File: src/rtl/riscv_inst_pkg.sv
// Shared RV32I decode definitions: one-hot instruction ids, major opcodes and
// the decoded-field bundle passed from the decoder into the stage slots.
package riscv_inst_pkg;

  localparam logic [63:0] inst_UNKNOWN = 64'd1 << 0,  inst_ADD    = 64'd1 << 1,  inst_SUB    = 64'd1 << 2;
  localparam logic [63:0] inst_XOR     = 64'd1 << 3,  inst_OR     = 64'd1 << 4,  inst_AND    = 64'd1 << 5;
  localparam logic [63:0] inst_SLL     = 64'd1 << 6,  inst_SRL    = 64'd1 << 7,  inst_SRA    = 64'd1 << 8;
  localparam logic [63:0] inst_SLT     = 64'd1 << 9,  inst_SLTU   = 64'd1 << 10, inst_ADDI   = 64'd1 << 11;
  localparam logic [63:0] inst_XORI    = 64'd1 << 12, inst_ORI    = 64'd1 << 13, inst_ANDI   = 64'd1 << 14;
  localparam logic [63:0] inst_SLLI    = 64'd1 << 15, inst_SRLI   = 64'd1 << 16, inst_SRAI   = 64'd1 << 17;
  localparam logic [63:0] inst_SLTI    = 64'd1 << 18, inst_SLTIU  = 64'd1 << 19, inst_LB     = 64'd1 << 20;
  localparam logic [63:0] inst_LH      = 64'd1 << 21, inst_LW     = 64'd1 << 22, inst_LBU    = 64'd1 << 23;
  localparam logic [63:0] inst_LHU     = 64'd1 << 24, inst_SB     = 64'd1 << 25, inst_SH     = 64'd1 << 26;
  localparam logic [63:0] inst_SW      = 64'd1 << 27, inst_BEQ    = 64'd1 << 28, inst_BNE    = 64'd1 << 29;
  localparam logic [63:0] inst_BLT     = 64'd1 << 30, inst_BGE    = 64'd1 << 31, inst_BLTU   = 64'd1 << 32;
  localparam logic [63:0] inst_BGEU    = 64'd1 << 33, inst_JAL    = 64'd1 << 34, inst_JALR   = 64'd1 << 35;
  localparam logic [63:0] inst_LUI     = 64'd1 << 36, inst_AUIPC  = 64'd1 << 37, inst_ECALL  = 64'd1 << 38;
  localparam logic [63:0] inst_EBREAK  = 64'd1 << 39, inst_FENCE  = 64'd1 << 40, inst_FENCEI = 64'd1 << 41;
  localparam logic [63:0] inst_CSRRW   = 64'd1 << 42, inst_CSRRS  = 64'd1 << 43, inst_CSRRC  = 64'd1 << 44;
  localparam logic [63:0] inst_CSRRWI  = 64'd1 << 45, inst_CSRRSI = 64'd1 << 46, inst_CSRRCI = 64'd1 << 47;

  localparam logic [6:0] OP       = 7'b0110011;
  localparam logic [6:0] OP_IMM   = 7'b0010011;
  localparam logic [6:0] LOAD     = 7'b0000011;
  localparam logic [6:0] STORE    = 7'b0100011;
  localparam logic [6:0] BRANCH   = 7'b1100011;
  localparam logic [6:0] JAL      = 7'b1101111;
  localparam logic [6:0] JALR     = 7'b1100111;
  localparam logic [6:0] LUI      = 7'b0110111;
  localparam logic [6:0] AUIPC    = 7'b0010111;
  localparam logic [6:0] SYSTEM   = 7'b1110011;
  localparam logic [6:0] MISC_MEM = 7'b0001111;

  typedef struct packed {
    logic [63:0] inst;
    logic [4:0]  rd;
    logic [4:0]  rs1;
    logic [4:0]  rs2;
    logic [2:0]  fun3;
    logic [6:0]  fun7;
    logic [31:0] imm;
  } dec_t;

  typedef struct packed {
    dec_t        dec;
    logic [31:0] pc;
  } slot_t;

endpackage

File: src/rtl/rv32i_inst_decoder.sv
// Combinational RV32I + Zicsr + Zifencei decoder: raw word to one-hot id,
// raw register/funct fields and the format-specific sign-extended immediate.
module rv32i_inst_decoder
  import riscv_inst_pkg::*;
(
  input  logic [31:0] instruction,
  output dec_t        dec
);

  logic [6:0]  op;
  logic [2:0]  f3;
  logic [6:0]  f7;
  logic [31:0] imm_i, imm_s, imm_b, imm_u, imm_j, imm_sh, imm_csr;

  assign op      = instruction[6:0];
  assign f3      = instruction[14:12];
  assign f7      = instruction[31:25];
  assign imm_i   = {{20{instruction[31]}}, instruction[31:20]};
  assign imm_s   = {{20{instruction[31]}}, instruction[31:25], instruction[11:7]};
  assign imm_b   = {{19{instruction[31]}}, instruction[31], instruction[7], instruction[30:25],
                    instruction[11:8], 1'b0};
  assign imm_u   = {instruction[31:12], 12'b0};
  assign imm_j   = {{11{instruction[31]}}, instruction[31], instruction[19:12], instruction[20],
                    instruction[30:21], 1'b0};
  assign imm_sh  = {27'b0, instruction[24:20]};
  assign imm_csr = {20'b0, instruction[31:20]};

  always_comb begin
    dec      = '0;
    dec.inst = inst_UNKNOWN;
    dec.rd   = instruction[11:7];
    dec.rs1  = instruction[19:15];
    dec.rs2  = instruction[24:20];
    dec.fun3 = f3;
    dec.fun7 = f7;
    case (op)
      OP: begin
        case ({f7, f3})
          {7'h00, 3'd0}: dec.inst = inst_ADD;
          {7'h20, 3'd0}: dec.inst = inst_SUB;
          {7'h00, 3'd1}: dec.inst = inst_SLL;
          {7'h00, 3'd2}: dec.inst = inst_SLT;
          {7'h00, 3'd3}: dec.inst = inst_SLTU;
          {7'h00, 3'd4}: dec.inst = inst_XOR;
          {7'h00, 3'd5}: dec.inst = inst_SRL;
          {7'h20, 3'd5}: dec.inst = inst_SRA;
          {7'h00, 3'd6}: dec.inst = inst_OR;
          {7'h00, 3'd7}: dec.inst = inst_AND;
          default: ;
        endcase
      end
      OP_IMM: begin
        dec.imm = imm_i;
        case (f3)
          3'd0: dec.inst = inst_ADDI;
          3'd2: dec.inst = inst_SLTI;
          3'd3: dec.inst = inst_SLTIU;
          3'd4: dec.inst = inst_XORI;
          3'd6: dec.inst = inst_ORI;
          3'd7: dec.inst = inst_ANDI;
          3'd1: begin
            dec.imm = imm_sh;
            if (f7 == 7'h00) dec.inst = inst_SLLI;
          end
          default: begin
            dec.imm = imm_sh;
            if (f7 == 7'h00)      dec.inst = inst_SRLI;
            else if (f7 == 7'h20) dec.inst = inst_SRAI;
          end
        endcase
      end
      LOAD: begin
        dec.imm = imm_i;
        case (f3)
          3'd0: dec.inst = inst_LB;
          3'd1: dec.inst = inst_LH;
          3'd2: dec.inst = inst_LW;
          3'd4: dec.inst = inst_LBU;
          3'd5: dec.inst = inst_LHU;
          default: ;
        endcase
      end
      STORE: begin
        dec.imm = imm_s;
        case (f3)
          3'd0: dec.inst = inst_SB;
          3'd1: dec.inst = inst_SH;
          3'd2: dec.inst = inst_SW;
          default: ;
        endcase
      end
      BRANCH: begin
        dec.imm = imm_b;
        case (f3)
          3'd0: dec.inst = inst_BEQ;
          3'd1: dec.inst = inst_BNE;
          3'd4: dec.inst = inst_BLT;
          3'd5: dec.inst = inst_BGE;
          3'd6: dec.inst = inst_BLTU;
          3'd7: dec.inst = inst_BGEU;
          default: ;
        endcase
      end
      JAL:   begin dec.imm = imm_j; dec.inst = inst_JAL; end
      JALR:  begin dec.imm = imm_i; if (f3 == 3'd0) dec.inst = inst_JALR; end
      LUI:   begin dec.imm = imm_u; dec.inst = inst_LUI; end
      AUIPC: begin dec.imm = imm_u; dec.inst = inst_AUIPC; end
      SYSTEM: begin
        dec.imm = imm_csr;
        case (f3)
          3'd0: begin
            dec.imm = imm_i;
            if (instruction == 32'h0000_0073)      dec.inst = inst_ECALL;
            else if (instruction == 32'h0010_0073) dec.inst = inst_EBREAK;
          end
          3'd1: dec.inst = inst_CSRRW;
          3'd2: dec.inst = inst_CSRRS;
          3'd3: dec.inst = inst_CSRRC;
          3'd5: dec.inst = inst_CSRRWI;
          3'd6: dec.inst = inst_CSRRSI;
          3'd7: dec.inst = inst_CSRRCI;
          default: ;
        endcase
      end
      MISC_MEM: begin
        dec.imm = imm_i;
        if (f3 == 3'd0)      dec.inst = inst_FENCE;
        else if (f3 == 3'd1) dec.inst = inst_FENCEI;
      end
      default: ;
    endcase
    // Unrecognised encodings carry no immediate so o_imm cannot leak a bogus value.
    if (dec.inst == inst_UNKNOWN) dec.imm = '0;
  end

endmodule

File: src/rtl/decode_stage.sv
// Decode stage: registered output slot plus one skid entry so that
// o_inst_ready is driven from a flop rather than from i_ready.
module decode_stage
  import riscv_inst_pkg::*;
#(
  parameter int N_param = 32
) (
  input  logic               i_clk,
  input  logic               i_rst_n,
  input  logic               i_flush,
  input  logic               i_inst_valid,
  output logic               o_inst_ready,
  input  logic [N_param-1:0] i_instruction,
  input  logic [N_param-1:0] i_pc,
  output logic               o_valid,
  input  logic               i_ready,
  output logic [63:0]        o_Single_Instruction,
  output logic [4:0]         o_rd,
  output logic [4:0]         o_rs1,
  output logic [4:0]         o_rs2,
  output logic [2:0]         o_fun3,
  output logic [6:0]         o_fun7,
  output logic [N_param-1:0] o_imm,
  output logic [N_param-1:0] o_pc,
  output logic               o_illegal
);

  localparam logic [1:0] ST_EMPTY = 2'd0;
  localparam logic [1:0] ST_ONE   = 2'd1;
  localparam logic [1:0] ST_FULL  = 2'd2;

  logic [1:0] state_p1, state_nxt;
  logic       rdy_p1, vld_p1, accept, consume;
  dec_t       dec_p0;
  slot_t      in_p0, out_p1, skid_p1;

  // ---- p0: combinational decode of the offered word
  rv32i_inst_decoder u_dec (
    .instruction (i_instruction),
    .dec         (dec_p0)
  );

  assign in_p0   = {dec_p0, i_pc};
  assign vld_p1  = (state_p1 != ST_EMPTY);
  assign accept  = i_inst_valid & rdy_p1;
  assign consume = vld_p1 & i_ready;

  always_comb begin
    state_nxt = state_p1;
    case (state_p1)
      ST_EMPTY: if (accept) state_nxt = ST_ONE;
      ST_ONE: begin
        if (accept && !consume)      state_nxt = ST_FULL;
        else if (consume && !accept) state_nxt = ST_EMPTY;
      end
      ST_FULL: if (consume) state_nxt = ST_ONE;
      default: state_nxt = ST_EMPTY;
    endcase
    if (i_flush) state_nxt = ST_EMPTY;
  end

  // ---- p1: output slot and skid entry
  always_ff @(posedge i_clk) begin
    if (!i_rst_n) begin
      state_p1 <= ST_EMPTY;
      rdy_p1   <= 1'b0;
      out_p1   <= '0;
      skid_p1  <= '0;
    end else begin
      state_p1 <= state_nxt;
      rdy_p1   <= (state_nxt != ST_FULL);
      if (!i_flush) begin
        case (state_p1)
          ST_EMPTY: if (accept) out_p1 <= in_p0;
          ST_ONE: begin
            if (accept && consume) out_p1  <= in_p0;
            else if (accept)       skid_p1 <= in_p0;
          end
          ST_FULL: if (consume) out_p1 <= skid_p1;
          default: ;
        endcase
      end
    end
  end

  assign o_inst_ready         = rdy_p1;
  assign o_valid              = vld_p1;
  assign o_Single_Instruction = out_p1.dec.inst;
  assign o_rd                 = out_p1.dec.rd;
  assign o_rs1                = out_p1.dec.rs1;
  assign o_rs2                = out_p1.dec.rs2;
  assign o_fun3               = out_p1.dec.fun3;
  assign o_fun7               = out_p1.dec.fun7;
  assign o_imm                = out_p1.dec.imm;
  assign o_pc                 = out_p1.pc;
  assign o_illegal            = out_p1.dec.inst[0];

endmodule

File: config.mk
export PLATFORM = sky130hd
export DESIGN_NAME = decode_stage
export DESIGN_NICKNAME = d
export VERILOG_FILES = /design/src/rtl/riscv_inst_pkg.sv /design/src/rtl/rv32i_inst_decoder.sv /design/src/rtl/decode_stage.sv
export SDC_FILE = /design/constraint.sdc
export NUM_CORES = 1
export LEC_CHECK = 0
export CAP_MARGIN = 20
export CORE_MARGIN = 4
export CORE_UTILIZATION = 48
export CTS_CLUSTER_SIZE = 28
export DETAILED_ROUTE_END_ITERATION = 10
export GPL_ROUTABILITY_DRIVEN = 0
export PLACE_DENSITY_LB_ADDON = 0.05
export SLEW_MARGIN = 25
export SYNTH_ARGS = -nofsm -noshare
export SYNTH_HDL_FRONTEND = slang
export SYNTH_HIERARCHICAL = 1
export SYNTH_SLANG_ARGS = --single-unit
File: constraint.sdc
create_clock -name i_clk -period 2.1 [get_ports i_clk]
set_input_delay 0.315 -clock i_clk [delete_from_list [all_inputs] [get_ports i_clk]]
set_output_delay 0.315 -clock i_clk [all_outputs]
set_load 0.1 [all_outputs]
After elaboration in Yosys (flattened, before gate mapping):

Cells that the tools add are included.

* bitwise logic cells: 4
* equality and inequality tests: 37
* reductions and logical operators: 16
* multiplexer cells: 29

Operator list (number)
* 64-bit one-hot mux with 7 select lines: 2
* 64-bit one-hot mux with 11 select lines: 1
* 153-bit two-way mux: 3
* 153-bit one-hot mux with 3 select lines: 1
* 32-bit one-hot mux with 7 select lines: 1
* 34-bit one-hot mux with 6 select lines: 1
* 64-bit two-way mux: 3
* 25-bit one-hot mux with 5 select lines: 1
* 11-bit one-hot mux with 10 select lines: 1
* 32-bit two-way mux: 3
* 28-bit one-hot mux with 3 select lines: 1
* 64-bit by 1-bit equality test with 1-bit output, second input constant: 1
* 42-bit two-way mux: 1
* 10-bit by 3-bit equality test with 1-bit output, second input constant: 4
* 40-bit two-way mux: 1
* 36-bit two-way mux: 1
* 32-bit by 21-bit equality test with 1-bit output, second input constant: 1
* 32-bit by 7-bit equality test with 1-bit output, second input constant: 1
* 7-bit by 6-bit equality test with 1-bit output, second input constant: 4
* 7-bit equality test, second input constant: 4
* 10-bit by 2-bit equality test with 1-bit output, second input constant: 2
* 10-bit by 9-bit equality test with 1-bit output, second input constant: 2
* 18-bit two-way mux: 1
* 16-bit two-way mux: 1
* 27 further kinds: 44

* input bits: 69
* logic and storage cells: 104
* bits in registers: 309

Logic depth before layout (Yosys ltp):

Gate-level depths: netlist of the first run.

* word-level depth: 9
* mapped depth: 11

By module:

Netlist of the first run, hierarchy kept.

Modules (own cells, without submodules)
* decode_stage: seq. area each 6185.9 um^2, cells an instance 1364, area an instance 12714.7 um^2, times used 1
* rv32i_inst_decoder: seq. area each 0.0 um^2, cells an instance 279, area an instance 1702.9 um^2, times used 1

Worst setup path after synthesis of the first run:

OpenSTA, ideal clock, no wires.

* path kind: flip-flop to flip-flop
* start point: register rdy_p1, in the netlist o_inst_ready
* end point: register out_p1 (netlist bit o_Single_Instruction[0])
* arrival: 2.143 ns
* buffers on the path: 1
* data required time: 2.014 ns
* cell stages (with the launch flop): 6
* setup slack: -0.129 ns
* cells stage by stage: dfxtp_1 -> nand4b_1 -> a31oi_4 -> clkbuf_1 -> nor2_1 -> a211oi_1

* cells in the longest elaborated chain, start to end: 4
* elaborated cells on any way between the ends: 5

RTL lines
* from (decl): RTL line decode_stage.sv:33 `logic rdy_p1, vld_p1, accept, consume;`
* from (signal assigned): RTL line decode_stage.sv:71 `rdy_p1 <= (state_nxt != ST_FULL);`
* 1-bit bitwise AND *: RTL line decode_stage.sv:45 `assign accept = i_inst_valid & rdy_p1;`
* 1-bit logical AND: RTL line decode_stage.sv:76 `if (accept && consume) out_p1 <= in_p0;`
* 2-bit inequality test (no source line)
* 5-bit AND reduction (no source line) *
* to (signal assigned): RTL line decode_stage.sv:74 `ST_EMPTY: if (accept) out_p1 <= in_p0;`
* to (signal assigned): RTL line decode_stage.sv:76
* to (signal assigned): RTL line decode_stage.sv:79 `ST_FULL: if (consume) out_p1 <= skid_p1;`
* to (decl): RTL line decode_stage.sv:35 `slot_t in_p0, out_p1, skid_p1;`

Mark *: on every way between the ends. The rest lies on a longest branch, timed or not.
A chain may end at the register's enable or synchronous reset.

==> results.ini, run 1 <==
[status]
status=finished, final reports clean

[cells_and_area]
drive_gt1_frac=0.2256
n_fill_cell=2548
final_cell_mix=458 x nand2_1, 308 x dfxtp_1, 272 x buf_4, 154 x mux2i_1, 114 x o211a_1
diodes=0
final_cells=2309
fin_nets=1960
utilization=0.6389
stdcell_area_mm2=0.01894
syn_to_final_growth_pct=31.35
final_common_cell=nand2_1

[synth]
ys.flop_type=dfxtp_1
yosysWarnings=6
synth.cell_area_mm2=0.01442
synth_edf_count=0
seq_area_frac_synth=0.4291
syn_avg_cell_area_um2=8.775
synth_cell_types=63
synth.ff_latch_count=309
syn_inst=1643
postSynth.asyncResetShare=0

[timing]
fmax_mhz=484.4
hold_viol=0
setup_ws_ps=35.41
fin_skew_ps=14.60
finalCriticalPeriod_ps=2065
worst_slew_pin_slew_ps=553.2
setup_viol_count_final=0
period_share=0.9831
max_slew_margin=0.6312
maxSlewViolCount=0

[routing]
drc_errors=0
drtIter0Drc=747
via_per_inst=5.349
firstDrtPassIters=5
drt_wl_total_um=39300
top_layer=met5
wl_met3_um=2340
ant_nets=0
wl_met1_um=17880
vias=12351
wl_met2_um=18170
routedWlPerCell_um=17.02

[grt]
antenna_found_initial=1
track_usage=0.2288
grt_max_degree=105
grt-ovfl-total=0
grt_pass1_wl_um=62740
first_global_vias=11682

[power_and_ir_drop]
pwr-share-clk=0.422
intPower_uw=10970
power_per_cell_area_mw_per_mm2=829.2
p_sw_uw=4730
pwr-share-comb=0.184
total_power_uw=15700
swShare=0.3012
power.leakage_uw=0.009492
p_seq_frac=0.394
vdd_drop_max_mv=0.6427

[clock_network]
cts_tree=done
numCtsBuffers=36
cts_sinks=309
root_buffer=clkbuf_16
cts.htree.levels=2
clkSlewWorstSetupHoldPaths_ps=60
clk_path_buf_depth=3
clock_latency_ps=520

[worst_setup_path]
worstReg2RegEnd=o_Single_Instruction[39]
start_kind=primary input
required_ps=2560
cp_max_fo=9
cpMaxStageDelayCell=nor4b_1
r2r-start=state_p1[0]
crit_arrival_ps=2530
r2r_cells=6
rrSetupSlack_ps=310
cp-end-kind=flip-flop
path_cells=dlygate4sd2_1 -> buf_4 -> buf_4 -> nor4b_1 -> o21ai_1 -> a21oi_2 -> o31ai_4 -> buf_6 -> buf_12 -> a21oi_2 -> mux2i_1 -> nand2_1 -> o211a_1
criticalPathCategory=in2reg
slowest_delay_ps=350

[min_path]
holdCritStartpoint=i_rst_n
whs_path_depth=2
min_to=o_pc[17]
min_path_type=in2reg

[die]
die_w_um=181.3
rows=63
die_area_mm2=0.03287
die_h_um=181.3
initial_core_util=0.4864
pin_count=225
core-area_mm2=0.02964

[placement]
post-place-cells=2231
dpl_cell_area_mm2=0.01722
dpl.hpwl_um=26270
port_buffers=224
pre_cts_ws_ps=-779.2

[run]
drv_cap=0

[routing by layer]
metal  vias to the layer above  track usage
li1                       6091            -
met1                      5892       0.3115
met2                       297       0.3671
met3                        69      0.05174
met4                         2      0.06394
met5                         -            0
[how the worst max path moves through the flow]
stage | start | to
after floorplan | i_instruction[14] | o_imm[10]
after global placement | i_instruction[4] | o_imm[14]
after detailed placement | i_instruction[5] | o_imm[6]
after CTS | i_instruction[2] | o_imm[9]
after global routing | i_instruction[14] | o_imm[22]
final | i_instruction[14] | o_imm[23]
[synth_stat cells (all sizes together) (7+ instances only)]
cell / count / share of area
nand2: 459 / 0.12
clkbuf: 64 / 0.017
buf: 115 / 0.050
nor2: 91 / 0.024
nor3b: 9 / 0.0061
o21ai: 7 / 0.0024
nand3: 8 / 0.0028
a21boi: 154 / 0.080
a21oi: 23 / 0.011
a211oi: 40 / 0.021
o211a: 114 / 0.079
dfxtp: 309 / 0.43
nor3: 16 / 0.0059
mux2i: 154 / 0.11
[metrics by stage]
stage,hold WS (ps),setup TNS (ps)
final,135.6,0
after global routing,123.7,-274.4
after CTS,117.6,0
after detailed placement,444.0,-62750
after global placement,438.5,-54290
after floorplan,387.1,0
[critical path: cells and delay by family]
kind | cells | cell delay, ps
AO/OA/AOI/OAI | 5 | 850
buffers and inverters | 5 | 830
multiplexers | 1 | 100
AND/OR/NAND/NOR | 2 | 430
[power by group through the flow]
stage	Clock, µW	Sequential, µW	Combinational, µW
after floorplan	0	7690	691
final	6620	6190	2890
after global placement	0	6320	2840
after detailed placement	0	6320	2850
after global routing	7040	6210	3020
after CTS	6770	6190	2870
[what timing repair did]
action / 4_1_cts / 5_1_grt
pin swaps: 6 / 15
endpoints found under the hold margin: 0 / 0
hold buffers: 0 / 0
buffers inserted: 6 / 4
endpoints found under the setup margin: 62 / 76
gates resized for setup: 29 / 49
cloned: 1 / 1
[registers in the layout, indices dropped and copies added (netlist names)]
name                  cells
skid_p1                 153
o_pc                     32
o_rd                      5
o_rs2                     5
o_fun7                    7
o_inst_ready              1
o_imm                    32
o_fun3                    3
o_Single_Instruction     64
o_rs1                     5
state_p1                  2
[cells by family after synthesis]
family,after synthesis,share of synthesized area
AOI/OAI and AO/OA,364,0.2106
xor gates and xnor gates,1,0.0006076
buffers and inverters,183,0.06795
DFF,309,0.4291
muxes,154,0.1069
other,1,0.0002601
and+or+nand+nor,631,0.1846
[cell type report]
| cell class | instances | area [µm²] | share of cell area |
|---|---|---|---|
| well taps | 390 | 488.0 | 0.02577 |
| inverters | 4 | 15.01 | 0.0007929 |
| clock buffers | 53 | 1127 | 0.05953 |
| multi-input cells | 1166 | 7559 | 0.3991 |
| clock inverters | 13 | 163.9 | 0.008655 |
| flip-flops and latches | 309 | 6187 | 0.3267 |
| repair buffers | 374 | 3397 | 0.1794 |
No activity file was read; power rests on OpenSTA's default activity.
==> inputs of run 2 (changes only) <==
--- a/config.mk
+++ b/config.mk
@@ -10,7 +10,6 @@
 export CORE_UTILIZATION = 48
 export CTS_CLUSTER_SIZE = 28
 export DETAILED_ROUTE_END_ITERATION = 10
-export GPL_ROUTABILITY_DRIVEN = 0
 export PLACE_DENSITY_LB_ADDON = 0.05
 export SLEW_MARGIN = 25
 export SYNTH_ARGS = -nofsm -noshare
==> run 2 against run 1 <==
Effect of this change:
- setup slack better by 68 ps
- core utilization is 0.47 points lower
- non-clock buffer count is 13 higher
- sequential power hardly changed
- first-iteration DRC count is 20% lower
- clock-buffer cell count is 5 lower
- via count is 1.1% lower
- clock skew is 2.1 ps lower
- cell count is 0.26% higher
- register-to-register slack hardly changed
- largest power group is now sequential cells
==> results.ini, run 2 (synthesized netlist as in run 1, its figures left out) <==
[worst_setup_path]
required_ps=2550
criticalPathCategory=in2reg
cp_max_fo=6
slowest_delay_ps=340
r2r-start=state_p1[0]
r2r_cells=5
rrSetupSlack_ps=310
cpMaxStageDelayCell=or3_4
cp_num_buf_inv=3
path_cells=dlygate4sd2_1 -> or3_4 -> nand3b_4 -> o32ai_4 -> nand4_4 -> buf_12 -> buf_4 -> nor3b_4 -> mux2i_1 -> nand2_1 -> o211a_1
crit_family=simple AND/OR/NAND/NOR gates
worstReg2RegEnd=o_Single_Instruction[10]
cp-end-kind=flip-flop
start_kind=primary input
crit_arrival_ps=2450

[grt]
track_usage=0.2322
grt_pass1_wl_um=63410
first_global_vias=11873
grt_max_degree=89
grt-ovfl-total=0
antenna_found_initial=2

[power_and_ir_drop]
intPower_uw=10540
power.leakage_uw=0.009440
power_per_cell_area_mw_per_mm2=803.4
pwr-share-clk=0.398
vdd_drop_max_mv=0.6809
total_power_uw=15100
swShare=0.3024
p_sw_uw=4566
p_seq_frac=0.410
pwr-share-comb=0.191

[cells_and_area]
fin_nets=1971
final_cell_mix=458 x nand2_1, 308 x dfxtp_1, 287 x buf_4, 154 x mux2i_1, 114 x o211a_1
n_fill_cell=2620
drive_gt1_frac=0.2209
largest-register=skid_p1
final_common_cell=nand2_1
largest_register_ff_count=153
syn_to_final_growth_pct=30.37

[min_path]
min_path_type=in2reg
whs_path_depth=2
min_to=o_inst_ready
holdCritStartpoint=i_rst_n

[timing]
fmax_mhz=500.9
worst_slew_pin_slew_ps=505.5
hold_viol=0
period_share=0.9506
finalCriticalPeriod_ps=1996
setup_viol_count_final=0
max_slew_margin=0.6630
setup_tns_ps=0
maxSlewViolCount=0
fin_skew_ps=12.48

[die]
die_h_um=181.3
rows=63
pin_count=225
initial_core_util=0.4864
die_area_mm2=0.03287
die_w_um=181.3
core-area_mm2=0.02964

[clock_network]
cts_tree=done
clkSlewWorstSetupHoldPaths_ps=60
clock_latency_ps=510
numCtsBuffers=34
ctsHoldBuffers=0
cts_sinks=309
clk_path_buf_depth=3
root_buffer=clkbuf_16
cts.htree.levels=2

[routing]
drc_errors=0
ant_nets=0
drtIter0Drc=599
vias=12213
routedWlPerCell_um=16.98
firstDrtPassIters=5
drt_wl_total_um=39310
via_per_inst=5.276

[placement]
gp_congestion=0.9350
port_buffers=224
dpl.hpwl_um=27350

[run]
drv_cap=0

[status]
status=finished, final reports clean

==> run 2: changes by cell type in the layout (fill, tap and decap cells not counted), moves of 4 or more <==
cell	previous run	this run
a21oi_1	4	8
buf_6	7	3
clkbuf_8	12	7
a21oi_2	17	13
buf_4	272	287
==> run 2: how the worst max path moves through the flow <==
stage / cells after the start / slack, ps / endpoint / from
detailed placement: 12 / -680 / o_imm[9] / i_instruction[25]
finish: 11 / 100 / o_imm[9] / i_instruction[12]
CTS: 12 / -9 / o_imm[9] / i_instruction[3]
floorplan: 10 / 20 / o_imm[10] / i_instruction[14]
global placement: 11 / -690 / o_imm[5] / i_instruction[4]
global route: 12 / -3 / o_imm[9] / i_instruction[23]
==> run 2: power groups by stage <==
stage / clock network, µW / registers (µW) / logic, µW
after floorplan: 0 / 7690 / 691
after global placement: 0 / 6320 / 2860
after detailed placement: 0 / 6320 / 2870
after CTS: 6170 / 6200 / 2890
after global routing: 6400 / 6210 / 3020
final: 6020 / 6190 / 2890
==> run 2: layer usage <==
layer / GRT usage / up-vias / part of all wire
met4: 0.06064 / 4 / 0.026
met5: 0 / - / 0.00069
met3: 0.04953 / 62 / 0.059
met1: 0.3199 / 5762 / 0.46
met2: 0.3724 / 274 / 0.46
li1: - / 6111 / -
==> run 2: what timing repair did <==
item,CTS,global route
gates cloned,1,1
endpoints found under the setup margin,53,67
gates resized for setup,26,35
setup buffers,4,3
pin swaps,10,15
==> run 2: cell type report <==
class,count,area (µm²),share of cell area
Antenna cell,1,2.502,0.0001331
Inverter,4,15.01,0.0007988
Clock inverter,10,132.6,0.007056
Multi-Input combinational cell,1166,7475,0.3977
Tap cell,390,488.0,0.02596
Clock buffer,48,994.7,0.05292
Sequential cell,309,6187,0.3292
Timing Repair Buffer,387,3502,0.1863
==> run 2: per-stage QoR <==
step                instance area [µm²]  utilization  hold WS (ps)  std cells  setup WS [ps]
floorplan                         14480            -         387.1       1658          21.62
global placement                  17390       0.5867         438.8       2247         -687.6
detailed placement                17390       0.5867         444.0       2247         -680.7
CTS                               18630       0.6285         156.4       2310         -9.220
global route                      18790       0.6341         174.3       2314         -3.189
finish                            18800       0.6342         163.8       2315          103.7
